==> src/rtl/step_pkg.sv <==
// -----------------------------------------------------------------------------
// step_pkg
// Shared definitions for the stepper move controller:
//   state_e         - move FSM states (IDLE, SETUP, LOW, HIGH, DONE)
//   PULSE_LOW_DEF   - default nStep low time in Clk cycles
//   RAMP_START_DEF  - default first-step period when STEP_RAMP_EN is defined
//   RAMP_DEC_DEF    - default per-step period change when STEP_RAMP_EN is defined
// -----------------------------------------------------------------------------
package step_pkg;

  typedef enum logic [2:0] {
    S_IDLE,
    S_SETUP,
    S_LOW,
    S_HIGH,
    S_DONE
  } state_e;

  localparam int unsigned PULSE_LOW_DEF  = 4;
  localparam logic [15:0] RAMP_START_DEF = 16'd2000;
  localparam logic [15:0] RAMP_DEC_DEF   = 16'd50;

endpackage

==> src/rtl/step_period_gen.sv <==
// -----------------------------------------------------------------------------
// step_period_gen
// Loadable phase down-counter for the move controller. Latches the effective
// step period P = max(period_i, 2*PULSE_LOW) on accept_i and produces tick_o on
// the last cycle of the current nStep low or high phase.
// Optional: `STEP_RAMP_EN adds a trapezoidal period profile (accelerate from
// max(RAMP_START, P) down to P, decelerate symmetrically near the end).
// Ports:
//   clk_i, rst_n_i   clock, async active-low reset
//   accept_i         new move accepted (latch period, restart profile)
//   period_i         requested Clk cycles per step
//   load_low_i       entering the low phase of a step
//   load_high_i      entering the high phase of a step
//   steps_rem_i      steps left before this step is counted (ramp build only)
//   tick_o           current phase ends this cycle
// -----------------------------------------------------------------------------
module step_period_gen
  import step_pkg::*;
#(
  parameter int unsigned DIV_W     = 16,
  parameter int unsigned PULSE_LOW = PULSE_LOW_DEF
`ifdef STEP_RAMP_EN
  ,
  parameter int unsigned      CNT_W      = 16,
  parameter logic [DIV_W-1:0] RAMP_START = DIV_W'(RAMP_START_DEF),
  parameter logic [DIV_W-1:0] RAMP_DEC   = DIV_W'(RAMP_DEC_DEF)
`endif
) (
  input  logic             clk_i,
  input  logic             rst_n_i,
  input  logic             accept_i,
  input  logic [DIV_W-1:0] period_i,
  input  logic             load_low_i,
  input  logic             load_high_i,
`ifdef STEP_RAMP_EN
  input  logic [CNT_W-1:0] steps_rem_i,
`endif
  output logic             tick_o
);

  localparam logic [DIV_W-1:0] MIN_P     = DIV_W'(2 * PULSE_LOW);
  localparam logic [DIV_W-1:0] LOW_LD    = DIV_W'(PULSE_LOW - 1);
  localparam logic [DIV_W-1:0] HIGH_ADJ  = DIV_W'(PULSE_LOW + 1);

  logic [DIV_W-1:0] p_eff;
  logic [DIV_W-1:0] cnt_q, cnt_d;
  logic [DIV_W-1:0] per_q, per_d;

  assign p_eff  = (period_i > MIN_P) ? period_i : MIN_P;
  assign tick_o = (cnt_q == '0);

  // Counter holds "cycles remaining minus one"; high phase spans per - PULSE_LOW.
  always_comb begin
    cnt_d = cnt_q;
    if (load_low_i)
      cnt_d = LOW_LD;
    else if (load_high_i)
      cnt_d = per_q - HIGH_ADJ;
    else if (cnt_q != '0)
      cnt_d = cnt_q - DIV_W'(1);
  end

`ifdef STEP_RAMP_EN
  logic [DIV_W-1:0] floor_q, floor_d;
  logic [CNT_W-1:0] rc_q, rc_d;
  logic             first_q, first_d;

  // per_q is the period of the step whose low phase is running; it is updated
  // on low-phase entry so the following high phase uses the new value.
  always_comb begin
    per_d   = per_q;
    floor_d = floor_q;
    rc_d    = rc_q;
    first_d = first_q;
    if (accept_i) begin
      floor_d = p_eff;
      per_d   = (RAMP_START > p_eff) ? RAMP_START : p_eff;
      rc_d    = '0;
      first_d = 1'b1;
    end else if (load_low_i) begin
      if (first_q) begin
        first_d = 1'b0;
      end else if (steps_rem_i <= rc_q) begin
        per_d = per_q + RAMP_DEC;
      end else if (per_q > floor_q) begin
        per_d = ((per_q - floor_q) > RAMP_DEC) ? (per_q - RAMP_DEC) : floor_q;
        rc_d  = rc_q + CNT_W'(1);
      end
    end
  end

  always_ff @(posedge clk_i or negedge rst_n_i) begin
    if (!rst_n_i) begin
      floor_q <= MIN_P;
      rc_q    <= '0;
      first_q <= 1'b0;
    end else begin
      floor_q <= floor_d;
      rc_q    <= rc_d;
      first_q <= first_d;
    end
  end
`else
  always_comb begin
    per_d = accept_i ? p_eff : per_q;
  end
`endif

  always_ff @(posedge clk_i or negedge rst_n_i) begin
    if (!rst_n_i) begin
      cnt_q <= '0;
      per_q <= MIN_P;
    end else begin
      cnt_q <= cnt_d;
      per_q <= per_d;
    end
  end

endmodule

==> src/rtl/step_move_sequencer.sv <==
// -----------------------------------------------------------------------------
// step_move_sequencer
// Move-level controller in front of the stepper phase sequencer. Accepts a move
// (steps, direction, full/half, period) over CmdValid/CmdReady, emits exactly
// that many nStep low pulses at the programmed rate, then pulses Done.
// Optional: `STEP_RAMP_EN enables a trapezoidal period profile.
// Ports:
//   Clk, nReset                 clock, async active-low reset
//   Enable                      motor power request (loss while busy aborts)
//   CmdValid/CmdReady           command handshake
//   CmdSteps/CmdDir/CmdHalf     move length, 1 = clockwise, 1 = half step
//   CmdPeriod                   Clk cycles per step (clamped to 2*PULSE_LOW)
//   Abort                       stop current move
//   nStep/MotDir/OnOff/Hold/FullnHalf   sequencer controls
//   Busy, Done, Aborted, StepsLeft      move status
// -----------------------------------------------------------------------------
module step_move_sequencer
  import step_pkg::*;
#(
  parameter int unsigned CNT_W     = 16,
  parameter int unsigned DIV_W     = 16,
  parameter int unsigned PULSE_LOW = PULSE_LOW_DEF
`ifdef STEP_RAMP_EN
  ,
  parameter logic [DIV_W-1:0] RAMP_START = DIV_W'(RAMP_START_DEF),
  parameter logic [DIV_W-1:0] RAMP_DEC   = DIV_W'(RAMP_DEC_DEF)
`endif
) (
  input  logic             Clk,
  input  logic             nReset,
  input  logic             Enable,
  input  logic             CmdValid,
  output logic             CmdReady,
  input  logic [CNT_W-1:0] CmdSteps,
  input  logic             CmdDir,
  input  logic             CmdHalf,
  input  logic [DIV_W-1:0] CmdPeriod,
  input  logic             Abort,
  output logic             nStep,
  output logic             MotDir,
  output logic             OnOff,
  output logic             Hold,
  output logic             FullnHalf,
  output logic             Busy,
  output logic             Done,
  output logic             Aborted,
  output logic [CNT_W-1:0] StepsLeft
);

  state_e           state_q, state_d;
  logic [CNT_W-1:0] steps_q, steps_d;
  logic             dir_q, dir_d;
  logic             full_q, full_d;
  logic             pend_q, pend_d;
  logic             aborted_q, aborted_d;
  logic             nstep_q, onoff_q;
  logic             accept, load_low, load_high, tick, stop;

  assign stop = Abort | ~Enable;

  // Gated by nReset so the handshake is closed while reset is held.
  assign CmdReady  = nReset & (state_q == S_IDLE) & Enable;
  assign Busy      = (state_q == S_SETUP) | (state_q == S_LOW) | (state_q == S_HIGH);
  assign Hold      = ~Busy;
  assign Done      = (state_q == S_DONE);
  assign Aborted   = aborted_q;
  assign nStep     = nstep_q;
  assign MotDir    = dir_q;
  assign FullnHalf = full_q;
  assign OnOff     = onoff_q;
  assign StepsLeft = steps_q;

  always_comb begin
    state_d   = state_q;
    steps_d   = steps_q;
    dir_d     = dir_q;
    full_d    = full_q;
    pend_d    = pend_q;
    aborted_d = 1'b0;
    accept    = 1'b0;
    load_low  = 1'b0;
    load_high = 1'b0;
    case (state_q)
      S_IDLE: begin
        if (CmdValid && CmdReady) begin
          accept  = 1'b1;
          steps_d = CmdSteps;
          dir_d   = CmdDir;
          full_d  = ~CmdHalf;
          pend_d  = 1'b0;
          state_d = (CmdSteps == '0) ? S_DONE : S_SETUP;
        end
      end
      S_SETUP: begin
        if (stop) begin
          state_d   = S_DONE;
          aborted_d = 1'b1;
        end else begin
          state_d  = S_LOW;
          load_low = 1'b1;
          if (steps_q != '0) steps_d = steps_q - CNT_W'(1);
        end
      end
      // An abort seen during the low phase lets the pulse finish (the step has
      // already been counted) and then ends the move without a high phase.
      S_LOW: begin
        if (tick) begin
          if (pend_q || stop) begin
            state_d   = S_DONE;
            aborted_d = 1'b1;
          end else begin
            state_d   = S_HIGH;
            load_high = 1'b1;
          end
        end else if (stop) begin
          pend_d = 1'b1;
        end
      end
      S_HIGH: begin
        if (stop || pend_q) begin
          state_d   = S_DONE;
          aborted_d = 1'b1;
        end else if (tick) begin
          if (steps_q == '0) begin
            state_d = S_DONE;
          end else begin
            state_d  = S_LOW;
            load_low = 1'b1;
            steps_d  = steps_q - CNT_W'(1);
          end
        end
      end
      S_DONE:  state_d = S_IDLE;
      default: state_d = S_IDLE;
    endcase
  end

  always_ff @(posedge Clk or negedge nReset) begin
    if (!nReset) begin
      state_q   <= S_IDLE;
      steps_q   <= '0;
      dir_q     <= 1'b1;
      full_q    <= 1'b1;
      pend_q    <= 1'b0;
      aborted_q <= 1'b0;
      nstep_q   <= 1'b1;
      onoff_q   <= 1'b0;
    end else begin
      state_q   <= state_d;
      steps_q   <= steps_d;
      dir_q     <= dir_d;
      full_q    <= full_d;
      pend_q    <= pend_d;
      aborted_q <= aborted_d;
      nstep_q   <= (state_d != S_LOW);
      onoff_q   <= Enable;
    end
  end

  step_period_gen #(
    .DIV_W     (DIV_W),
    .PULSE_LOW (PULSE_LOW)
`ifdef STEP_RAMP_EN
    ,
    .CNT_W     (CNT_W),
    .RAMP_START(RAMP_START),
    .RAMP_DEC  (RAMP_DEC)
`endif
  ) u_period (
    .clk_i      (Clk),
    .rst_n_i    (nReset),
    .accept_i   (accept),
    .period_i   (CmdPeriod),
    .load_low_i (load_low),
    .load_high_i(load_high),
`ifdef STEP_RAMP_EN
    .steps_rem_i(steps_q),
`endif
    .tick_o     (tick)
  );

endmodule
==> config.mk <==
export PLATFORM = sky130hd
export DESIGN_NAME = step_move_sequencer
export DESIGN_NICKNAME = d
export VERILOG_FILES = /design/src/rtl/step_pkg.sv /design/src/rtl/step_period_gen.sv /design/src/rtl/step_move_sequencer.sv
export SDC_FILE = /design/constraint.sdc
export NUM_CORES = 1
export LEC_CHECK = 0
export BUFFER_PORTS_ARGS = -buffer_cell sky130_fd_sc_hd__buf_4
export CORE_MARGIN = 2
export CORE_UTILIZATION = 42
export CTS_CLUSTER_SIZE = 12
export DETAILED_ROUTE_END_ITERATION = 12
export PLACE_DENSITY = 0.67
export SYNTH_ARGS = -nofsm -noshare
export SYNTH_HDL_FRONTEND = slang
export SYNTH_HIERARCHICAL = 1
export SYNTH_SLANG_ARGS = --single-unit
==> constraint.sdc <==
create_clock -name Clk -period 5.6 [get_ports Clk]
set_input_delay 0.84 -clock Clk [delete_from_list [all_inputs] [get_ports Clk]]
set_output_delay 0.84 -clock Clk [all_outputs]
set_load 0.05 [all_outputs]
==> results of run 1 <==
## per-stage QoR
| step | hold WS (ps) | power, mW |
|---|---|---|
| floorplan | 485 | 1.52 |
| global placement | 450 | 1.80 |
| detailed placement | 451 | 1.81 |
| CTS | 462 | 2.21 |
| global route | 488 | 2.35 |
| finish | 459 | 2.20 |
## cells in the final DEF (no fill, tap or decap), types with 3 or more instances in the layout
cell type | synthesis | routed
nand2_1 | 27 | 27
a211o_1 | 3 | 3
nor3_1 | 12 | 12
a21oi_1 | 15 | 15
o21ai_1 | 9 | 9
nor4_2 | 3 | 3
nor4_1 | 15 | 15
o32ai_1 | 4 | 4
nand2b_1 | 5 | 5
nor3b_1 | 5 | 5
and4_1 | 3 | 3
inv_1 | 11 | 11
nand3_1 | 7 | 7
a31oi_1 | 3 | 3
nor3_2 | 3 | 3
dfrtp_1 | 53 | 53
o21ai_0 | 14 | 14
clkbuf_8 | 0 | 10
nand4_1 | 8 | 8
ha_1 | 4 | 4
mux2_2 | 12 | 12
xnor2_1 | 20 | 20
or3_1 | 4 | 4
xor2_1 | 7 | 7
nor2_1 | 40 | 40
dfstp_2 | 4 | 4
buf_4 | 1 | 66
nor2b_1 | 5 | 5
a211oi_1 | 15 | 15
o22ai_1 | 3 | 3
or4_4 | 3 | 3
## registers in the layout, indices dropped and copies added, names as in the netlist, 3 cells and up
name and flops:
StepsLeft 16, u_period/cnt_q 16, u_period/per_q 16, state_q 3
## area by class of cell
| type | count | area (µm²) |
|---|---|---|
| clock buffer | 11 | 141 |
| clock inverter | 5 | 55.1 |
| fill | 777 | 3900 |
| inverter | 11 | 41.3 |
| multi-input combinational | 287 | 1900 |
| sequential | 57 | 1430 |
| tap | 105 | 131 |
| timing repair buffer | 66 | 495 |
## routing by layer
metal	global-route usage, %	share of wire, %	wire length, µm
met4	6.40	0.96	78
met2	27.7	44	3610
met5	0	0	0
met1	29.7	51	4100
met3	2.87	4.0	325
## power groups by stage
stage,Sequential (mW),Combinational [mW],Clock (mW)
after global routing,0.858,1.08,0.415
final,0.826,0.987,0.386
after CTS,0.821,0.992,0.394
after global placement,0.823,0.979,0
after floorplan,1.00,0.516,0
after detailed placement,0.826,0.987,0
## logic make-up (layout without fill, tap and decap cells)
kind of cell / after synthesis / count (layout) / synth area share [%]
xor+xnor: 27 / 27 / 6.86
flops: 57 / 57 / 41.5
mux: 13 / 13 / 4.21
compound gates: 89 / 89 / 17.4
simple gates: 154 / 154 / 25.2
fa+ha+maj: 4 / 4 / 1.45
buf+inv: 27 / 93 / 3.38
## critical path: cells and delay by family, from the launching register on
kind | cells | cell delay (ps)
AO/OA/AOI/OAI | 4 | 1460
flip-flops | 1 | 430
AND/OR/NAND/NOR | 4 | 1090
adder cells (fa/ha/maj) | 1 | 190
buffers and inverters | 2 | 280
## worst max path at each step
stage                                     to         startpoint  cells after the start
after floorplan           u_period/cnt_q[10]  u_period/cnt_q[0]                     10
after global placement          StepsLeft[2]  u_period/cnt_q[0]                     11
after detailed placement        StepsLeft[2]  u_period/cnt_q[0]                     11
after CTS                       StepsLeft[2]  u_period/cnt_q[0]                     11
after global routing            StepsLeft[2]  u_period/cnt_q[0]                     11
final                           StepsLeft[2]  u_period/cnt_q[0]                     11
==> impl_metrics.toml, run 1 <==
[cts]
cts_tree = "yes"
clkSinkCount = 57
hold_buffers = 0
post_cts_resized = 0
post_cts_buffers = 0
clk_pin_slew_ps = 70
clk_latency_ps = 330
cts.path.max_buffers = 2
h-tree-depth = 3
cts_made_buffers = 9
cts_root_buf = "clkbuf_8"

[routing]
wirelength_um = 8110
ant_nets = 0
via_per_inst = 5.68
wl_per_cell_um = 15.0
first_iter_violations = 187
first_pass_iters = 4
drc = 0
dr_total_vias = 3076

[die]
die_h_um = 94.6
design.core.area_um2 = 8090
fp-row-count = 33
start_util_pct = 42.6
dieArea_um2 = 8950
num_io_pins = 64
die_x_um = 94.6

[global_routing]
overflow = 0
grt_pass1_vias = 2776
gr-usage-all-layers_pct = 19.3
grt_pass1_wl_um = 13700
grt_max_degree = 60
antenna_found_initial = 0

[timing]
setup_tns_ps = 0
max_freq_mhz = 279
fin_ws_ps = 2010
finalHoldViolCount = 0
setup_violations = 0
tightest_slew_ps = 1170
post-route-period-util_pct = 64.0
fin_worst_skew_ps = 10.2
maxSlewHeadroom_pct = 21.5
period_needed_ps = 3590
rsz0062_at_grt = "false"
drv_slew = 0

[yosys]
yosys-top-cells-area = "dfrtp_1 38%, xnor2_1 5.1%, nor2_1 4.4%"
synth_top_area_share_pct = 38.5
ys_ff_latch = 57
yosysSeqAreaShare_pct = 41.5
synthDistinctLibCells = 61
ys.flop_type = "dfrtp_1"
ys_warn_count = 6
synth_edf_count = 0
synthCells = 371
yosysTopAreaCell = "dfrtp_1"
postSynthAreaPerCell_um2 = 9.29
synth-async-reset-ratio_pct = 100
netlist_top_cells_count = "53 x dfrtp_1, 40 x nor2_1, 27 x nand2_1, 20 x xnor2_1"
synth_area_um2 = 3450
yosysMostFrequentCell = "dfrtp_1"
syn_nets = 414

[power]
leakagePower_nw = 1.70
ir_drop_mv = 0.365
switching_share_pct = 45.7
switching_power_mw = 1.00
clkPwrFrac_pct = 17.5
combPwrFrac_pct = 44.9
pwr-share-seq_pct = 37.6
intPower_mw = 1.19
p_per_area_nw_per_um2 = 524

[setup_path]
worstPathRequired_ps = 5800
r2r-end = "StepsLeft[2]"
critPathCaptureType = "flop"
path_max_fanout = 11
regToRegStartpoint = "u_period/cnt_q[0]"
worstRegToRegCells = 11
critPathKind = "flop to flop"
rrSetupSlack_ps = 2010
startpoint_type = "flop"
cp_slowest_stage_delay_ps = 940
crit_arrival_ps = 3790
slowest_stage = "a211oi_1"
path_cells = "inv_1, ha_1, nor3b_1, nand3_1, nor4_1, buf_4, nand2b_1, a22oi_1, a211oi_1, o21ai_0, o2bb2ai_1"

[placed_design]
io_buffer_count = 63
placed_cell_area_um2 = 4000
gpl.final_weighted_congestion = 0.792
place_ws_ps = 2030
dpl.hpwl_um = 5880
dp.cells = 526

[layout]
area_growth_pct = 21.7
num_antenna_cells = 0
fin_area_um2 = 4200
stdcell_count = 542
final_util_pct = 51.8
num-nets-final = 475
layout-drive-gt1-share_pct = 25.4

[run]
maxCapViolations = 0

[run_status]
status = "complete, no violations"

[hold_path]
worst_hold_path_type = "flop to flop"
min_to = "MotDir"
hold_start = "MotDir"
whs_path_depth = 2
Power figures use the tool's default switching activity.
==> run 2, diff against run 1 <==
--- a/config.mk
+++ b/config.mk
@@ -10,7 +10,7 @@
 export CORE_UTILIZATION = 42
 export CTS_CLUSTER_SIZE = 12
 export DETAILED_ROUTE_END_ITERATION = 12
-export PLACE_DENSITY = 0.67
+export PLACE_DENSITY = 0.7
 export SYNTH_ARGS = -nofsm -noshare
 export SYNTH_HDL_FRONTEND = slang
 export SYNTH_HIERARCHICAL = 1
==> constraint.sdc (replaced) <==
create_clock -name Clk -period 3.15 [get_ports Clk]
set_input_delay 0.4725 -clock Clk [delete_from_list [all_inputs] [get_ports Clk]]
set_output_delay 0.4725 -clock Clk [all_outputs]
set_load 0.05 [all_outputs]
==> run 2 against run 1 <==
Routed wire length grew 3.8%. Die area is the same. First-iteration DRC count shrank 13%. Cell count grew 1.3%. Sequential power grew 78%. Largest power group unchanged. Largest cell class unchanged. Fmax grew 30%. Final area grew 0.72%. Worst setup slack lost 1600 ps.
==> impl_metrics.toml, run 2 (same netlist as run 1, synthesis figures left out) <==
[timing]
whs_ps = 278
finalHoldViolCount = 0
post-route-period-util_pct = 87.7
max_freq_mhz = 362
maxSlewHeadroom_pct = 50.4
fin_worst_skew_ps = 7.19
rsz0062_at_grt = "false"
drv_slew = 0
fin_ws_ps = 387
setup_violations = 0
setup_tns_ps = 0
tightest_slew_ps = 744
period_needed_ps = 2760

[cts]
cts_made_buffers = 9
cts_tree = "yes"
cts_root_buf = "clkbuf_8"
hold_buffers = 0
h-tree-depth = 3
clkSinkCount = 57
cts.path.max_buffers = 2
clk_pin_slew_ps = 70
clk_latency_ps = 320
post_cts_resized = 0
post_cts_buffers = 0

[layout]
fillCellCount = 801
num-nets-final = 482
area_growth_pct = 22.6
mostFrequentLayoutCell = "buf_4"
final_util_pct = 52.2
layout_common_cells = "73 x buf_4, 53 x dfrtp_1, 40 x nor2_1"
num_antenna_cells = 0
layout-drive-gt1-share_pct = 26.4

[die]
die_h_um = 94.6
die_x_um = 94.6
num_io_pins = 64
fp-row-count = 33
design.core.area_um2 = 8090
start_util_pct = 42.6
dieArea_um2 = 8950

[setup_path]
cp_slowest_stage_delay_ps = 480
path_cells = "inv_1, ha_1, nor3b_1, nand3_1, nor4_1, buf_4, nand2b_1, a22oi_1, a211o_1, o21ai_0, o21ai_1"
path_max_fanout = 16
cp_num_buf_inv = 2
critPathCaptureType = "flop"
crit_arrival_ps = 2950
critPathKind = "flop to flop"
startpoint_type = "flop"
slowest_stage = "a211o_1"
worstPathRequired_ps = 3340
path_delay_family = "compound AO/OA/AOI/OAI gates"

[routing]
wl_met3_um = 348
ant_nets = 0
via_per_inst = 5.65
drc = 0
wl_met2_um = 3900
routed.top_layer = "met4"
wirelength_um = 8430
drt-met1-wl_um = 4070
wl_per_cell_um = 15.3
first_iter_violations = 162
first_pass_iters = 5
dr_total_vias = 3102

[global_routing]
grt_pass1_wl_um = 14000
overflow = 0
gr-usage-all-layers_pct = 19.7
antenna_found_initial = 0
grt_pass1_vias = 2867
grt_max_degree = 59

[power]
combPwrFrac_pct = 46.4
pwr-share-seq_pct = 37.8
power_mw = 3.89
switching_power_mw = 1.79
intPower_mw = 2.10
leakagePower_nw = 1.74
p_per_area_nw_per_um2 = 920
switching_share_pct = 46.1
ir_drop_mv = 0.685
clkPwrFrac_pct = 15.8

[hold_path]
worst_hold_path_type = "primary input to flop"

[placed_design]
dpl.hpwl_um = 6130
place_ws_ps = 459
gpl.final_weighted_congestion = 0.874
io_buffer_count = 63

[run]
maxCapViolations = 0

[run_status]
status = "complete, no violations"
## run 2: changes by cell type in the layout (fill, tap and decap cells not counted)
cell,delta
buf_4,+7
clkinvlp_4,-2
bufinv_16,-1
clkbuf_1,+1
clkbuf_8,+1
clkinv_2,+1
## run 2: area by class of cell
| class | instances | area [µm²] | share of cell area, % |
|---|---|---|---|
| Multi-Input combinational cell | 287 | 1900 | 45.0 |
| Sequential cell | 57 | 1430 | 33.9 |
| Timing Repair Buffer | 73 | 548 | 13.0 |
| Clock buffer | 13 | 159 | 3.76 |
| Tap cell | 105 | 131 | 3.11 |
| Inverter | 11 | 41.3 | 0.977 |
| Clock inverter | 3 | 15.0 | 0.355 |
## run 2: final timing paths
check	slack (ps)	startpoint	cells after the start	end
max	390	u_period/cnt_q[0]	11	StepsLeft[4]
min	280	Enable	1	OnOff
max reg2reg	390	u_period/cnt_q[0]	11	StepsLeft[4]
min reg2reg	460	MotDir	2	MotDir
max in group asynchronous	2340	nReset	2	u_period/cnt_q[2]
min in group asynchronous	290	nReset	2	StepsLeft[0]
## run 2: power groups by stage
stage	logic [mW]	clock network, mW	registers [mW]
after CTS	1.81	0.630	1.46
after global routing	1.96	0.669	1.52
after global placement	1.77	0	1.46
final	1.80	0.612	1.47
after floorplan	0.918	0	1.78
after detailed placement	1.80	0	1.48
## run 2: metrics by stage
stage,instances,instance area (µm²)
final,549,4230
after global routing,549,4230
after CTS,549,4230
after detailed placement,533,4050
after global placement,533,4050
after floorplan,371,3450
## run 2: routing by layer
layer / vias up / global-route usage [%]
met5: - / 0
met2: 73 / 29.4
met4: 0 / 6.40
met3: 10 / 2.95
li1: 1523 / -
met1: 1496 / 29.3
==> run 3, diff against run 2 <==
--- a/config.mk
+++ b/config.mk
@@ -11,6 +11,7 @@
 export CTS_CLUSTER_SIZE = 12
 export DETAILED_ROUTE_END_ITERATION = 12
 export PLACE_DENSITY = 0.7
+export SETUP_SLACK_MARGIN = 0.5
 export SYNTH_ARGS = -nofsm -noshare
 export SYNTH_HDL_FRONTEND = slang
 export SYNTH_HIERARCHICAL = 1
==> constraint.sdc (replaced) <==
create_clock -name Clk -period 3.15 [get_ports Clk]
set_input_delay 0.4725 -clock Clk [delete_from_list [all_inputs] [get_ports Clk]]
set_output_delay 0.4725 -clock Clk [all_outputs]
set_load 0.005 [all_outputs]
==> run 3 against run 2 <==
Via count rose by 1.6%. Register-to-register slack improved by 250 ps. Cell count grew 1.1%. Critical path type unchanged. Critical endpoint is now StepsLeft[14]. Largest power group is now registers.
==> impl_metrics.toml, run 3 (same netlist as run 1, synthesis figures left out) <==
[die]
start_util_pct = 42.6
die_x_um = 94.6
num_io_pins = 64
fp-row-count = 33
dieArea_um2 = 8950
design.core.area_um2 = 8090
die_h_um = 94.6

[cts]
cts_made_buffers = 9
cts_root_buf = "clkbuf_8"
clk_latency_ps = 350
h-tree-depth = 3
hold_buffers = 0
cts_tree = "yes"
clkSinkCount = 57
cts.path.max_buffers = 2
clk_pin_slew_ps = 70

[power]
leakagePower_nw = 1.78
clkPwrFrac_pct = 19.5
p_per_area_nw_per_um2 = 826
combPwrFrac_pct = 39.2
switching_power_mw = 1.39
switching_share_pct = 38.8
intPower_mw = 2.20
ir_drop_mv = 0.428
pwr-share-seq_pct = 41.3

[layout]
num_antenna_cells = 0
layout_common_cells = "77 x buf_4, 53 x dfrtp_1, 40 x nor2_1"
fin_area_um2 = 4350
mostFrequentLayoutCell = "buf_4"
num-nets-final = 489
layout-drive-gt1-share_pct = 29.3
area_growth_pct = 26.1

[setup_path]
rrSetupSlack_ps = 640
critPathKind = "flop to flop"
path_cells = "or4_1, nor4_2, buf_4, nand2b_1, a22oi_2, a211o_4, clkbuf_2, a21oi_1, o22a_1"
worstPathRequired_ps = 3440
slowest_stage = "or4_1"
path_max_fanout = 8
critPathCaptureType = "flop"
cp_slowest_stage_delay_ps = 580
crit_arrival_ps = 2800
startpoint_type = "flop"

[timing]
max_freq_mhz = 399
setup_tns_ps = 0
period_needed_ps = 2510
rsz0062_at_grt = "false"
drv_slew = 0
fin_worst_skew_ps = 9.21
maxSlewHeadroom_pct = 52.3
post-route-period-util_pct = 79.6
setup_violations = 0
tightest_slew_ps = 709
fin_ws_ps = 641
finalHoldViolCount = 0

[placed_design]
io_buffer_count = 63
placed_cell_area_um2 = 4060
gpl.final_weighted_congestion = 0.841
place_ws_ps = 464
dpl.hpwl_um = 6170

[global_routing]
gr-usage-all-layers_pct = 20.3
overflow = 0
grt_max_degree = 59
antenna_found_initial = 0
grt_pass1_vias = 2928
grt_pass1_wl_um = 14100

[routing]
drc = 0
first_iter_violations = 206
wl_per_cell_um = 15.9
dr_total_vias = 3153
ant_nets = 0
via_per_inst = 5.68
first_pass_iters = 7
wirelength_um = 8820

[run]
maxCapViolations = 0

[run_status]
status = "complete, no violations"

[hold_path]
worst_hold_path_type = "primary input to flop"
-- run 3: worst max-delay path: cells and delay by family, from the launching register on --
kind,cells,cell delay (ps)
AND/OR/NAND/NOR,3,940
AO/OA/AOI/OAI,4,760
flip-flops,1,420
buffers and inverters,2,340
-- run 3: per-stage QoR --
| stage | hold slack [ps] | util [%] | instances | power [mW] |
|---|---|---|---|---|
| 6_report | 258 | 53.7 | 555 | 3.59 |
| 5_1_grt | 251 | 53.7 | 555 | 3.85 |
| 4_1_cts | 246 | 52.6 | 548 | 3.53 |
| 3_5_place_dp | 453 | 50.1 | 533 | 2.82 |
| 3_3_place_gp | 448 | 50.1 | 533 | 2.77 |
| 2_1_floorplan | 177 | - | 371 | 2.26 |
-- run 3: final cells by class --
cell class	count	area [µm²]
timing repair buffer	80	602
tap	105	131
multi-input combinational	287	1950
sequential	57	1430
clock inverter	3	40.0
inverter	11	41.3
clock buffer	12	155
fill	780	3750
-- run 3: path summary, 6_finish.rpt --
kind / depth (start not counted) / startpoint / end
setup / recovery: 9 / u_period/cnt_q[12] / StepsLeft[14]
hold / removal: 1 / Enable / OnOff
setup reg to reg: 9 / u_period/cnt_q[12] / StepsLeft[14]
max in group asynchronous: 2 / nReset / u_period/per_q[1]
min in group asynchronous: 2 / nReset / StepsLeft[0]
hold reg to reg: 2 / MotDir / MotDir
-- run 3: routing by layer --
metal | vias up | wire length [µm] | global-route usage (%)
li1 | 1537 | - | -
met1 | 1528 | 4110 | 28.3
met2 | 77 | 4160 | 30.7
met3 | 11 | 441 | 5.19
met4 | 0 | 110 | 7.49
met5 | - | 0 | 0
-- run 3: repair_timing --
item | 4_1_cts | 5_1_grt
endpoints found under the setup margin | 6 | 30
gates cloned | 0 | 0
gates resized for setup | 2 | 9
setup buffers | 0 | 7
pin swaps | 0 | 3
-- run 3: power groups by stage --
| stage | registers, mW | logic [mW] | clock network (mW) |
|---|---|---|---|
| detailed placement | 1.48 | 1.34 | 0 |
| global route | 1.54 | 1.57 | 0.746 |
| global placement | 1.46 | 1.30 | 0 |
| finish | 1.48 | 1.41 | 0.700 |
| floorplan | 1.38 | 0.877 | 0 |
| CTS | 1.47 | 1.35 | 0.713 |
